`config.mk`:
```
export PLATFORM = sky130hd
export DESIGN_NAME = serial_logic_unit
export DESIGN_NICKNAME = d
export VERILOG_FILES = /design/src/rtl/serial_logic_unit.sv
export SDC_FILE = /design/constraint.sdc
export NUM_CORES = 1
export LEC_CHECK = 0
export CAP_MARGIN = 20
export CORE_MARGIN = 1.5
export CORE_UTILIZATION = 49
export CTS_BUF_LIST = sky130_fd_sc_hd__clkbuf_8
export DETAILED_ROUTE_END_ITERATION = 10
export HOLD_SLACK_MARGIN = 0.08
export PLACE_DENSITY = 0.83
export SETUP_SLACK_MARGIN = 0.05
export SLEW_MARGIN = 20
export SYNTH_ARGS = -nofsm -noshare
export SYNTH_HDL_FRONTEND = slang
export SYNTH_SLANG_ARGS = --single-unit
```
`constraint.sdc`:
```
create_clock -name clk -period 1.6 [get_ports clk]
set_input_delay 0.4 -clock clk [delete_from_list [all_inputs] [get_ports clk]]
set_output_delay 0.4 -clock clk [all_outputs]
set_load 0.01 [all_outputs]
```
`src/rtl/serial_logic_unit.sv`:
```
// serial_logic_unit
//   Bit-serial logic/arithmetic unit. It processes WIDTH-bit operands one bit
//   per clock, LSB first. The selectable ops are XOR, OR, AND, and ADD; for
//   ADD the ripple carry is held in a flop between bits.
//
//   Ports
//     clk        rising-edge clock
//     rst_n      asynchronous active-low reset
//     start      request, sampled only in IDLE
//     op         00 XOR, 01 OR, 10 AND, 11 ADD (sampled with start)
//     a, b       operands (sampled with start)
//     busy       high while bits are being processed
//     done       one-cycle pulse when result/carry_out update
//     result     last completed result, held until the next completion
//     carry_out  final carry of the last ADD, 0 for the other ops
//
//   state  | meaning
//   IDLE   | waiting for start; operands not yet captured
//   RUN    | one operand bit processed per edge, LSB first
//   DONE   | result/carry_out just loaded, done pulse high
module serial_logic_unit #(
   parameter int WIDTH = 8
) (
   input  logic             clk,
   input  logic             rst_n,
   input  logic             start,
   input  logic [1:0]       op,
   input  logic [WIDTH-1:0] a,
   input  logic [WIDTH-1:0] b,
   output logic             busy,
   output logic             done,
   output logic [WIDTH-1:0] result,
   output logic             carry_out
);

   localparam int CW = (WIDTH > 1) ? $clog2(WIDTH) : 1;
   localparam logic [1:0] OP_XOR = 2'b00;
   localparam logic [1:0] OP_OR  = 2'b01;
   localparam logic [1:0] OP_AND = 2'b10;
   localparam logic [1:0] OP_ADD = 2'b11;

   typedef enum logic [1:0] {S_IDLE, S_RUN, S_DONE} state_t;

   state_t           state;
   logic [WIDTH-1:0] a_sh;
   logic [WIDTH-1:0] b_sh;
   logic [WIDTH-1:0] partial;
   logic [WIDTH-1:0] partial_next;
   logic [1:0]       op_reg;
   logic [CW-1:0]    cnt;
   logic             carry;
   logic             carry_next;
   logic             bit_val;
   logic             ai;
   logic             bi;

   // The current bit always sits at position 0 of the shifted operands. Result
   // bits enter at the MSB, so after WIDTH shifts they are in place.
   always_comb begin
      ai           = a_sh[0];
      bi           = b_sh[0];
      bit_val      = 1'b0;
      carry_next   = carry;
      partial_next = partial >> 1;
      case (op_reg)
         OP_XOR: bit_val = ai ^ bi;
         OP_OR:  bit_val = ai | bi;
         OP_AND: bit_val = ai & bi;
         OP_ADD: begin
            bit_val    = ai ^ bi ^ carry;
            carry_next = (ai & bi) | (carry & (ai ^ bi));
         end
         default: bit_val = 1'b0;
      endcase
      partial_next[WIDTH-1] = bit_val;
   end

   always_ff @(posedge clk or negedge rst_n) begin
      if (!rst_n) begin
         state     <= S_IDLE;
         a_sh      <= '0;
         b_sh      <= '0;
         partial   <= '0;
         op_reg    <= OP_XOR;
         cnt       <= '0;
         carry     <= 1'b0;
         busy      <= 1'b0;
         done      <= 1'b0;
         result    <= '0;
         carry_out <= 1'b0;
      end else begin
         case (state)
            S_IDLE: begin
               done <= 1'b0;
               if (start) begin
                  a_sh    <= a;
                  b_sh    <= b;
                  op_reg  <= op;
                  carry   <= 1'b0;
                  cnt     <= '0;
                  partial <= '0;
                  busy    <= 1'b1;
                  state   <= S_RUN;
               end
            end
            S_RUN: begin
               a_sh    <= a_sh >> 1;
               b_sh    <= b_sh >> 1;
               partial <= partial_next;
               carry   <= carry_next;
               if (cnt == CW'(WIDTH - 1)) begin
                  // The final bit is folded into result directly, so the
                  // result is visible in the same cycle that done is high.
                  result    <= partial_next;
                  carry_out <= (op_reg == OP_ADD) ? carry_next : 1'b0;
                  busy      <= 1'b0;
                  done      <= 1'b1;
                  state     <= S_DONE;
               end else begin
                  cnt <= cnt + CW'(1);
               end
            end
            S_DONE: begin
               done  <= 1'b0;
               state <= S_IDLE;
            end
            default: begin
               busy  <= 1'b0;
               done  <= 1'b0;
               state <= S_IDLE;
            end
         endcase
      end
   end

endmodule

```
Yosys cells after proc, flatten, opt, wreduce, memory -nomap -nowiden --
Cells that the tools add are included.
Word-level totals: flip-flop bits (word level) 43, input bits 21, output and inout port bits 11
Cells by class: bitwise gates (word level) 7, reduce and logical (&&, ||, !) cells 9, $add $sub $neg 1, equal/unequal tests 9, muxes and demuxes 22
Operators by type and width (count):
- 8-bit one-hot mux with 2 select lines | 3
- 8-bit two-way mux | 3
- 2-bit AND reduction | 4
- 1-bit two-way mux | 7
- 2-bit == test (second input constant) | 3
- 3-bit two-way mux | 2
- 2-bit inequality test (second input constant) | 3
- 3-bit one-hot mux with 2 select lines | 1
- 3-bit AND reduction | 2
- 2-bit by 1-bit == test with 1-bit output (second input constant) | 2
- 2-bit logical NOT | 2
- 2-bit two-way mux | 2
- 1-bit one-hot mux with 4 select lines | 1
- 2-bit one-hot mux with 2 select lines | 1
- 3-bit by 1-bit adder with 3-bit output (second input constant) | 1
- 3-bit == test (second input constant) | 1
- 1-bit one-hot mux with 3 select lines | 1
- 1-bit AND | 2
- 1-bit bitwise OR | 2
- 1-bit one-hot mux with 2 select lines | 1
- 2-bit nonzero test | 1
- 1-bit XOR | 2
- 1-bit inverter | 1

Logic depth before layout (Yosys ltp) --
Gate-level depths: netlist of the first run.
depth after elaboration 5, gate-level depth with buffers 5, mapped depth without buffers 5

Worst setup path before layout of the first run --
Ideal clock, no wire load.
kind flip-flop to flip-flop, start point register a_sh[0], end point register result[7], arrival time 1.598 ns, slack -0.123 ns, cell stages (with the launch flop) 4, cells stage by stage dfrtp_1 fa_1 mux4_1 mux2_4
On the way: longest elaborated chain between the ends 3
RTL lines:
- start, declared | line 45 | logic [WIDTH-1:0] a_sh;
- start signal, assigned | line 107 | a_sh <= a_sh >> 1;
- 1-bit XOR | line 66, 70
- 1-bit XOR | line 70 | bit_val = ai ^ bi ^ carry;
- 1-bit one-hot mux with 4 select lines * | line 65 | case (op_reg)
- end signal, assigned | line 114 | result <= partial_next;
- end, declared | line 32 | output logic [WIDTH-1:0] result,
Every way passes the cells marked *; elsewhere a longest branch is shown, timed or not. A chain may end at the register's enable or synchronous reset.

Worst setup path after layout of the first run --
start point register b_sh[0], end point register result[7]
On the way: longest elaborated chain between the ends 3
RTL lines:
- start, declared | line 46 | logic [WIDTH-1:0] b_sh;
- start signal, assigned | line 108 | b_sh <= b_sh >> 1;
- 1-bit XOR | line 66, 70
- 1-bit XOR | line 70
- 1-bit one-hot mux with 4 select lines * | line 65
Marks and branches as above.

==> results of run 1 <==
[power by group]
group	switching [mW]	internal [mW]
sequential	0.287	1.47
clock	0.365	0.347
combinational	0.804	0.907
[worst paths after layout]
kind                           start          to  slack, ns
min                        carry_out   carry_out       0.49
max in group asynchronous      rst_n  partial[1]       0.50
min reg2reg                carry_out   carry_out       0.49
min in group asynchronous      rst_n        done       0.61
max reg2reg                  b_sh[0]   result[7]      -0.15
max                          b_sh[0]   result[7]      -0.15
[critical path: stages (launching register included)]
cell and delay (ns):
dfrtp_1 0.41, fa_1 0.47, mux4_2 0.50, mux2_4 0.27
[cells in the mapped netlist, types with 2 or more instances]
| cell type | instances | area, sq um |
|---|---|---|
| o21ai_0 | 9 | 45.0 |
| buf_2 | 3 | 15.0 |
| nand2_1 | 36 | 135 |
| buf_6 | 2 | 22.5 |
| mux2_2 | 10 | 113 |
| a22o_1 | 2 | 17.5 |
| mux2i_1 | 12 | 120 |
| o311ai_0 | 2 | 17.5 |
| dfrtp_1 | 42 | 1050 |
| nor3b_4 | 2 | 37.5 |
| inv_1 | 6 | 22.5 |
| ha_1 | 4 | 50.1 |
| o21ai_1 | 12 | 60.1 |
| o22ai_1 | 2 | 12.5 |
| buf_4 | 2 | 15.0 |
| nor2_1 | 3 | 11.3 |
[per-layer routing]
metal	wire (um)	vias to the layer above	GRT usage
met1	1460	645	0.231
li1	-	636	-
met2	1890	39	0.351
met3	177	6	0.0677
met5	0	-	0
met4	65	0	0.0824
[layout by cell type (no fill, tap or decap), types with 2 or more instances in the layout]
| master | instances |
|---|---|
| a22o_1 | 2 |
| inv_1 | 6 |
| dfrtp_1 | 42 |
| o21ai_0 | 9 |
| nor3b_4 | 2 |
| dlygate4sd2_1 | 11 |
| ha_1 | 3 |
| nand2_1 | 36 |
| nor2_1 | 3 |
| clkdlybuf4s50_1 | 19 |
| o22ai_1 | 2 |
| buf_4 | 12 |
| o311ai_0 | 2 |
| o21ai_1 | 12 |
| buf_12 | 2 |
| mux2_2 | 10 |
| clkbuf_8 | 6 |
| mux2i_1 | 12 |
[cell type report]
| cell class | instances | share of cell area |
|---|---|---|
| Multi-Input combinational cell | 104 | 0.308 |
| Inverter | 7 | 0.0109 |
| Tap cell | 48 | 0.0250 |
| Clock buffer | 6 | 0.0343 |
| Timing Repair Buffer | 46 | 0.179 |
| Sequential cell | 42 | 0.437 |
| Clock inverter | 2 | 0.00520 |
[timing repair]
action / 4_1_cts / 5_1_grt
resized for setup: 12 / 1
hold buffers: 1 / 0
pin swaps: 1 / 1
setup buffers: 0 / 4
hold endpoints to repair: 20 / 0
setup endpoints to repair: 22 / 13
[metrics by stage]
stage | std cells | worst slack, ns | setup TNS (ns)
final | 255 | -0.145 | -0.273
after global routing | 255 | -0.172 | -0.348
after CTS | 251 | -0.151 | -0.179
after detailed placement | 242 | -0.236 | -4.18
after global placement | 242 | -0.163 | -2.92
after floorplan | 161 | -0.102 | -0.102
[cells by family (layout without fill, tap and decap cells)]
group,count (synthesis),count (layout),synth area share
AOI/OAI and AO/OA,30,30,0.0951
adders and majority gates,5,5,0.0375
buffers and inverters,15,61,0.0448
DFF,42,42,0.562
muxes,24,24,0.147
and+or+nand+nor,45,45,0.114
==> flow_summary_export.csv, run 1 <==
group,metric,value,unit
run_status,status,"complete, but fails checks",
run_status,violations,"negative setup slack",
timing,setup_violations,2,
grt,antenna_found_initial,0,
placed_design,port_buffers,31,
clocking,clkTransAtPathRegs,0.08,ns
final_layout,final_area,2410,sq um
drt,vias,1326,
timing,rsz0062_at_grt,"true",
power,ir_drop,0.904,mV
drt,routedWlPerCell,14.1,um
timing,relSlewSlack,0.654,
clocking,cts-root-buf,"clkbuf_8",
drt,route.detailed.drc,0,
timing,tightest_slew,0.518,ns
drt,ant_nets,0,
final_layout,fillCellCount,310,
critical_path,end_kind,"register",
final_layout,finish.utilization,0.657,
final_layout,diodes,0,
grt,gr-total-overflow,0,
grt,grt_pass1_wl,6300,um
placed_design,place_area,2280,sq um
clocking,clock_latency,0.30,ns
placed_design,gp_congestion,0.811,
clocking,cts_buffer_depth,2,
drt,routed_wl,3590,um
timing,slew_viol_final,0,
yosys,ys_ff_latch,42,
power,powerDensity,1740,nW/um^2
floorplan,core,3660,sq um
grt,grt_pass1_vias,1378,
timing,fin_hold_ws,0.485,ns
yosys,seq_area_frac_synth,0.562,
floorplan,dieArea,4190,sq um
floorplan,fp.dieH,64.8,um
drt,drtIter0Drc,148,
clocking,cts_buffers,5,
yosys,async_reset_ff_frac,1.00,
yosys,synth_edf_count,0,
placed_design,dp_hpwl,2680,um
yosys,ys.flop_type,"dfrtp_1",
yosys,synth_cell_types,28,
clocking,cts_sinks,42,
final_layout,seq_area,1050,sq um
yosys,synthCells,161,
critical_path,reg2reg_depth,3,
final_layout,area_delta_synth_final,28.7,%
job,drv_cap,0,
timing,skew,0.0108,ns
min_path,whs_path_depth,2,
clocking,h-tree-depth,2,
timing,period_share,1.09,
critical_path,critPathArrivalTime,1.94,ns
critical_path,critical_path_class,"reg2reg",
power,report.power.total,4.18,mW
grt,grt_usage,0.203,
grt,grt_start_max_net_pins,24,
timing,finalWorstSetupSlack,-0.145,ns
floorplan,initial_core_util,0.511,
final_layout,biggestRegsByFlops,"a_sh: 8 flops, b_sh: 8 flops, result: 8 flops",
min_path,hp-class,"reg2reg",
floorplan,io-pin-count,32,
yosys,yosysWarnings,0,
final_layout,drive_above_1_share,0.203,
clocking,cts_tree,"done",
yosys,syn_nets,187,
yosys,syn_avg_cell_area,11.6,sq um
timing,hold_violations,0,
power,p_leak,1.12,nW
critical_path,path_max_fanout,2,
yosys,syn_area,1870,sq um
timing,fmax,573,MHz
floorplan,die_x,64.8,um
critical_path,crit_path_start_kind,"register",
timing,min_period,1.75,ns
drt,drtPass1Iterations,4,
floorplan,rows,22,
critical_path,worstPathRequired,1.79,ns
drt,viasPerCell,5.20,
final_layout,final_nets,232,
final_layout,multi_input_area,742,sq um
Note: power is estimated with default switching activity, not from simulation.
==> inputs of run 2 (changes only) <==
Settings changed: CORE_ASPECT_RATIO set to 1.4.
==> run 2 against run 1 <==
Effect of this change: the run still ends with negative setup slack left; hold slack better by 0.0094 ns; sequential share of layout area fell by 1.4 points; via count grew 2.3%; clock power is 16% higher; first-iteration DRC count shrank 80%; routed wire length is 4.3% higher; worst setup slack worse by 0.068 ns; cell count down 2.0%; fmax is 3.8% lower; non-clock buffer count grew 1; sequential power is essentially flat; combinational power rose by 9.9%; highest routed layer unchanged.
==> flow_summary_export.csv, run 2 (synthesis gave the netlist of run 1 again) <==
group,metric,value,unit
final_layout,drive_above_1_share,0.212,
timing,period_share,1.13,
clocking,clkTransAtPathRegs,0.08,ns
floorplan,rows,26,
final_layout,biggestRegsByFlops,"a_sh: 8 flops, b_sh: 8 flops, result: 8 flops",
floorplan,core,3640,sq um
critical_path,path_max_fanout,2,
job,drv_cap,0,
floorplan,io-pin-count,32,
critical_path,path_cells,"fa_1 > mux4_2 > mux2_4",
clocking,clock_latency,0.30,ns
clocking,h-tree-depth,2,
clocking,cts_tree,"done",
timing,setup_violations,2,
clocking,cts_sinks,42,
clocking,cts_buffers,5,
critical_path,max_stage_delay,0.52,ns
placed_design,gp_congestion,0.821,
power,powerDensity,1800,nW/um^2
grt,grt_start_max_net_pins,36,
grt,grt_pass1_vias,1359,
drt,route.detailed.drc,0,
critical_path,critPathArrivalTime,2.01,ns
final_layout,finalNonFillerCells,250,
timing,slew_viol_final,0,
critical_path,critPathSlowestCell,"mux4_2",
final_layout,layout_commonest_cell,"dfrtp_1",
final_layout,final_nets,233,
grt,grt_usage,0.177,
timing,tns,-0.413,ns
drt,routed_wl,3750,um
timing,fmax,551,MHz
power,ir_drop,1.26,mV
drt,vias,1357,
floorplan,die_x,55.2,um
timing,finalWorstSetupSlack,-0.214,ns
grt,grt_pass1_wl,5930,um
drt,routedWlPerCell,15.0,um
floorplan,dieArea,4200,sq um
grt,gr-total-overflow,0,
timing,skew,0.00865,ns
grt,antenna_found_initial,0,
run_status,status,"complete, but fails checks",
timing,min_period,1.81,ns
placed_design,port_buffers,31,
timing,tightest_slew,0.450,ns
clocking,cts_buffer_depth,2,
critical_path,worstPathRequired,1.79,ns
clocking,cts-root-buf,"clkbuf_8",
run_status,violations,"negative setup slack",
placed_design,dp_slack,-0.244,ns
critical_path,crit_path_start_kind,"register",
timing,rsz0062_at_grt,"true",
drt,ant_nets,0,
timing,hold_violations,0,
timing,relSlewSlack,0.700,
drt,drtIter0Drc,30,
drt,viasPerCell,5.43,
floorplan,initial_core_util,0.513,
final_layout,area_delta_synth_final,32.9,%
final_layout,diodes,0,
drt,drtPass1Iterations,5,
floorplan,fp.dieH,76.1,um
placed_design,dp_hpwl,2500,um
final_layout,final_cell_mix,"42 x dfrtp_1, 36 x nand2_1, 19 x clkdlybuf4s50_1",
power,p_leak,1.16,nW
placed_design,placed_cells,235,
min_path,hp-class,"reg2reg",
critical_path,end_kind,"register",
critical_path,critical_path_class,"reg2reg",
run 2: cell types whose count changed in the layout (fill, tap and decap cells not counted), sizes merged:
cell,previous run,this run
clkinvlp,1,0
buf,15,14
clkinv,1,2
bufinv,0,1
clkbuf,6,7
run 2: stage by stage:
step / power (mW) / hold WS [ns] / util / area (sq um)
after detailed placement: 3.51 / 0.369 / 0.624 / 2270
after global routing: 4.78 / 0.518 / 0.682 / 2480
after CTS: 4.34 / 0.494 / 0.659 / 2400
after global placement: 3.36 / 0.357 / 0.624 / 2270
after floorplan: 2.84 / 0.104 / - / 1870
final: 4.48 / 0.494 / 0.682 / 2480
run 2: worst paths after layout:
check | startpoint | endpoint | slack (ns) | cells after the start
min in group asynchronous | rst_n | result[1] | 0.57 | 2
min reg2reg | b_sh[2] | b_sh[1] | 0.49 | 2
max in group asynchronous | rst_n | a_sh[2] | 0.55 | 3
max | carry | result[7] | -0.21 | 3
min | b_sh[2] | b_sh[1] | 0.49 | 2
max reg2reg | carry | result[7] | -0.21 | 3
run 2: what timing repair did:
action	in CTS	in global routing
hold buffers	1	0
hold endpoints to repair	17	0
pin swaps	1	1
buffers inserted	2	2
cloned	0	2
endpoints found under the setup margin	21	13
gates resized for setup	13	3
run 2: area by class of cell:
| type | count | area [sq um] |
|---|---|---|
| Clock buffer | 5 | 68.8 |
| Timing Repair Buffer | 47 | 490 |
| Fill cell | 273 | 1160 |
| Clock inverter | 3 | 40.0 |
| Inverter | 7 | 26.3 |
| Multi-Input combinational cell | 104 | 754 |
| Sequential cell | 42 | 1050 |
| Tap cell | 42 | 52.6 |
run 2: per-layer routing:
layer	routed length, um	part of all wire	global-route usage
met4	85	0.023	0.0659
met2	1950	0.52	0.301
met1	1530	0.41	0.207
met5	0	0	0
met3	181	0.048	0.0543
run 2: report_power, final:
group	internal, mW	total, mW	switching [mW]
registers	1.47	1.77	0.301
logic	1.01	1.88	0.870
clock network	0.459	0.826	0.367
total	2.94	4.48	1.54
run 2: critical path: cells and delay by family, from the launching register on:
kind                       cells  cell delay, ns
DFF                            1            0.41
adders and majority gates      1            0.51
muxes                          2            0.79
==> inputs of run 3 (changes only) <==
Settings changed: GPL_ROUTABILITY_DRIVEN set to 0, SETUP_SLACK_MARGIN 0.05 to unset.
==> run 3 against run 2 <==
Effect of this change: the run still ends with negative setup slack left; non-clock buffer count shrank 5; global-route usage grew 1.8 points; final area shrank 4.3%; core utilization shrank 2.9 points; cell count shrank 2.4%; critical path type unchanged; largest power group is now sequential cells; highest routed layer unchanged.
==> flow_summary_export.csv, run 3 (synthesis gave the netlist of run 1 again) <==
group,metric,value,unit
run_status,status,"complete, but fails checks",
run_status,violations,"negative setup slack",
clocking,cts_tree,"done",
floorplan,core,3640,sq um
critical_path,worstPathRequired,1.79,ns
grt,antenna_found_initial,0,
critical_path,path_max_fanout,2,
final_layout,layout_commonest_cell,"dfrtp_1",
timing,rsz0062_at_grt,"true",
placed_design,port_buffers,31,
floorplan,fp.dieH,76.1,um
power,powerDensity,1720,nW/um^2
drt,ant_nets,0,
critical_path,path_cells,"fa_1 > mux4_2 > mux2_4",
clocking,postCtsSetupBuffers,0,
final_layout,drive_above_1_share,0.168,
drt,routedWlPerCell,15.5,um
timing,tightest_slew,0.478,ns
timing,min_period,1.74,ns
timing,finalWorstSetupSlack,-0.144,ns
timing,slew_viol_final,0,
critical_path,crit_path_start_kind,"register",
critical_path,max_stage_delay,0.50,ns
power,ir_drop,0.985,mV
grt,grt_start_max_net_pins,36,
timing,skew,0.00555,ns
placed_design,dp_hpwl,2760,um
floorplan,die_x,55.2,um
power,report.power.total,4.08,mW
final_layout,finish.utilization,0.652,
grt,grt_pass1_vias,1393,
timing,setup_violations,2,
clocking,cts-root-buf,"clkbuf_8",
clocking,cts_buffers,5,
critical_path,path_buf_inv,0,
drt,routed_wl,3790,um
grt,grt_usage,0.195,
floorplan,rows,26,
drt,vias,1334,
timing,fmax,573,MHz
drt,drtPass1Iterations,4,
clocking,cts_sinks,42,
final_layout,final_nets,228,
clocking,clkTransAtPathRegs,0.08,ns
final_layout,biggestRegsByFlops,"a_sh: 8 flops, b_sh: 8 flops, result: 8 flops",
job,drv_cap,0,
critical_path,end_kind,"register",
final_layout,final_cell_mix,"42 x dfrtp_1, 36 x nand2_1, 19 x clkdlybuf4s50_1",
power,p_leak,1.20,nW
drt,drtIter0Drc,50,
min_path,hp-class,"reg2reg",
placed_design,dp_slack,-0.257,ns
floorplan,io-pin-count,32,
clocking,cts_buffer_depth,2,
critical_path,critPathSlowestCell,"mux4_2",
clocking,clock_latency,0.30,ns
drt,viasPerCell,5.47,
timing,relSlewSlack,0.681,
grt,gr-total-overflow,0,
floorplan,initial_core_util,0.513,
final_layout,diodes,0,
drt,route.detailed.drc,0,
timing,fin_hold_ws,0.488,ns
critical_path,crit_family,"multiplexers",
timing,period_share,1.09,
final_layout,area_delta_synth_final,27.2,%
clocking,h-tree-depth,2,
critical_path,critPathArrivalTime,1.93,ns
critical_path,critical_path_class,"reg2reg",
timing,tns,-0.168,ns
grt,grt_pass1_wl,6350,um
timing,hold_violations,0,
floorplan,dieArea,4200,sq um
## run 3: cell count changes in the layout (fill, tap and decap cells not counted), sizes merged
cell,delta
buf,-3
clkinv,-2
inv,+2
bufinv,-1
clkbuf,-2
dlymetal6s2s,+8
dlygate4sd2,-8
## run 3: cell type report
| cell class | count | area [sq um] |
|---|---|---|
| clock buffers | 5 | 68.8 |
| clock inverters | 2 | 7.51 |
| fillers | 285 | 1270 |
| inverters | 7 | 26.3 |
| multi-input cells | 104 | 736 |
| flip-flops and latches | 42 | 1050 |
| well taps | 42 | 52.6 |
| repair buffers | 42 | 435 |
## run 3: worst paths after layout
path | slack (ns) | cells past startpoint | startpoint | to
max | -0.14 | 3 | b_sh[0] | result[7]
min | 0.49 | 2 | carry_out | carry_out
max reg2reg | -0.14 | 3 | b_sh[0] | result[7]
min reg2reg | 0.49 | 2 | carry_out | carry_out
max in group asynchronous | 0.52 | 3 | rst_n | done
min in group asynchronous | 0.59 | 2 | rst_n | partial[5]
## run 3: power by group
part | switching (mW) | internal (mW) | leakage [nW]
logic | 0.823 | 0.880 | 0.605
registers | 0.281 | 1.47 | 0.545
clock network | 0.337 | 0.288 | 0.0466
total | 1.44 | 2.64 | 1.20
## run 3: worst reg2reg max path, stage by stage, from the launching register on
cell and delay (ns):
dfrtp_1 0.40, fa_1 0.47, mux4_2 0.50, mux2_4 0.27
## run 3: repair_timing
| action | in CTS | in global routing |
|---|---|---|
| endpoints found under the hold margin | 18 | 0 |
| pin swaps | 1 | 0 |
| setup endpoints to repair | 12 | 22 |
| hold buffers | 1 | 0 |
| resized for setup | 3 | 10 |
## run 3: metal layers
metal	wire [um]	share of wire	global-route usage
met1	1490	0.39	0.220
met2	2010	0.53	0.335
met3	188	0.050	0.0577
met4	109	0.029	0.0902
met5	0	0	0
## run 3: stage by stage
step | std cells | instance area [sq um]
2_1_floorplan | 161 | 1870
3_3_place_gp | 236 | 2270
3_5_place_dp | 236 | 2270
4_1_cts | 244 | 2350
5_1_grt | 244 | 2380
6_report | 244 | 2380
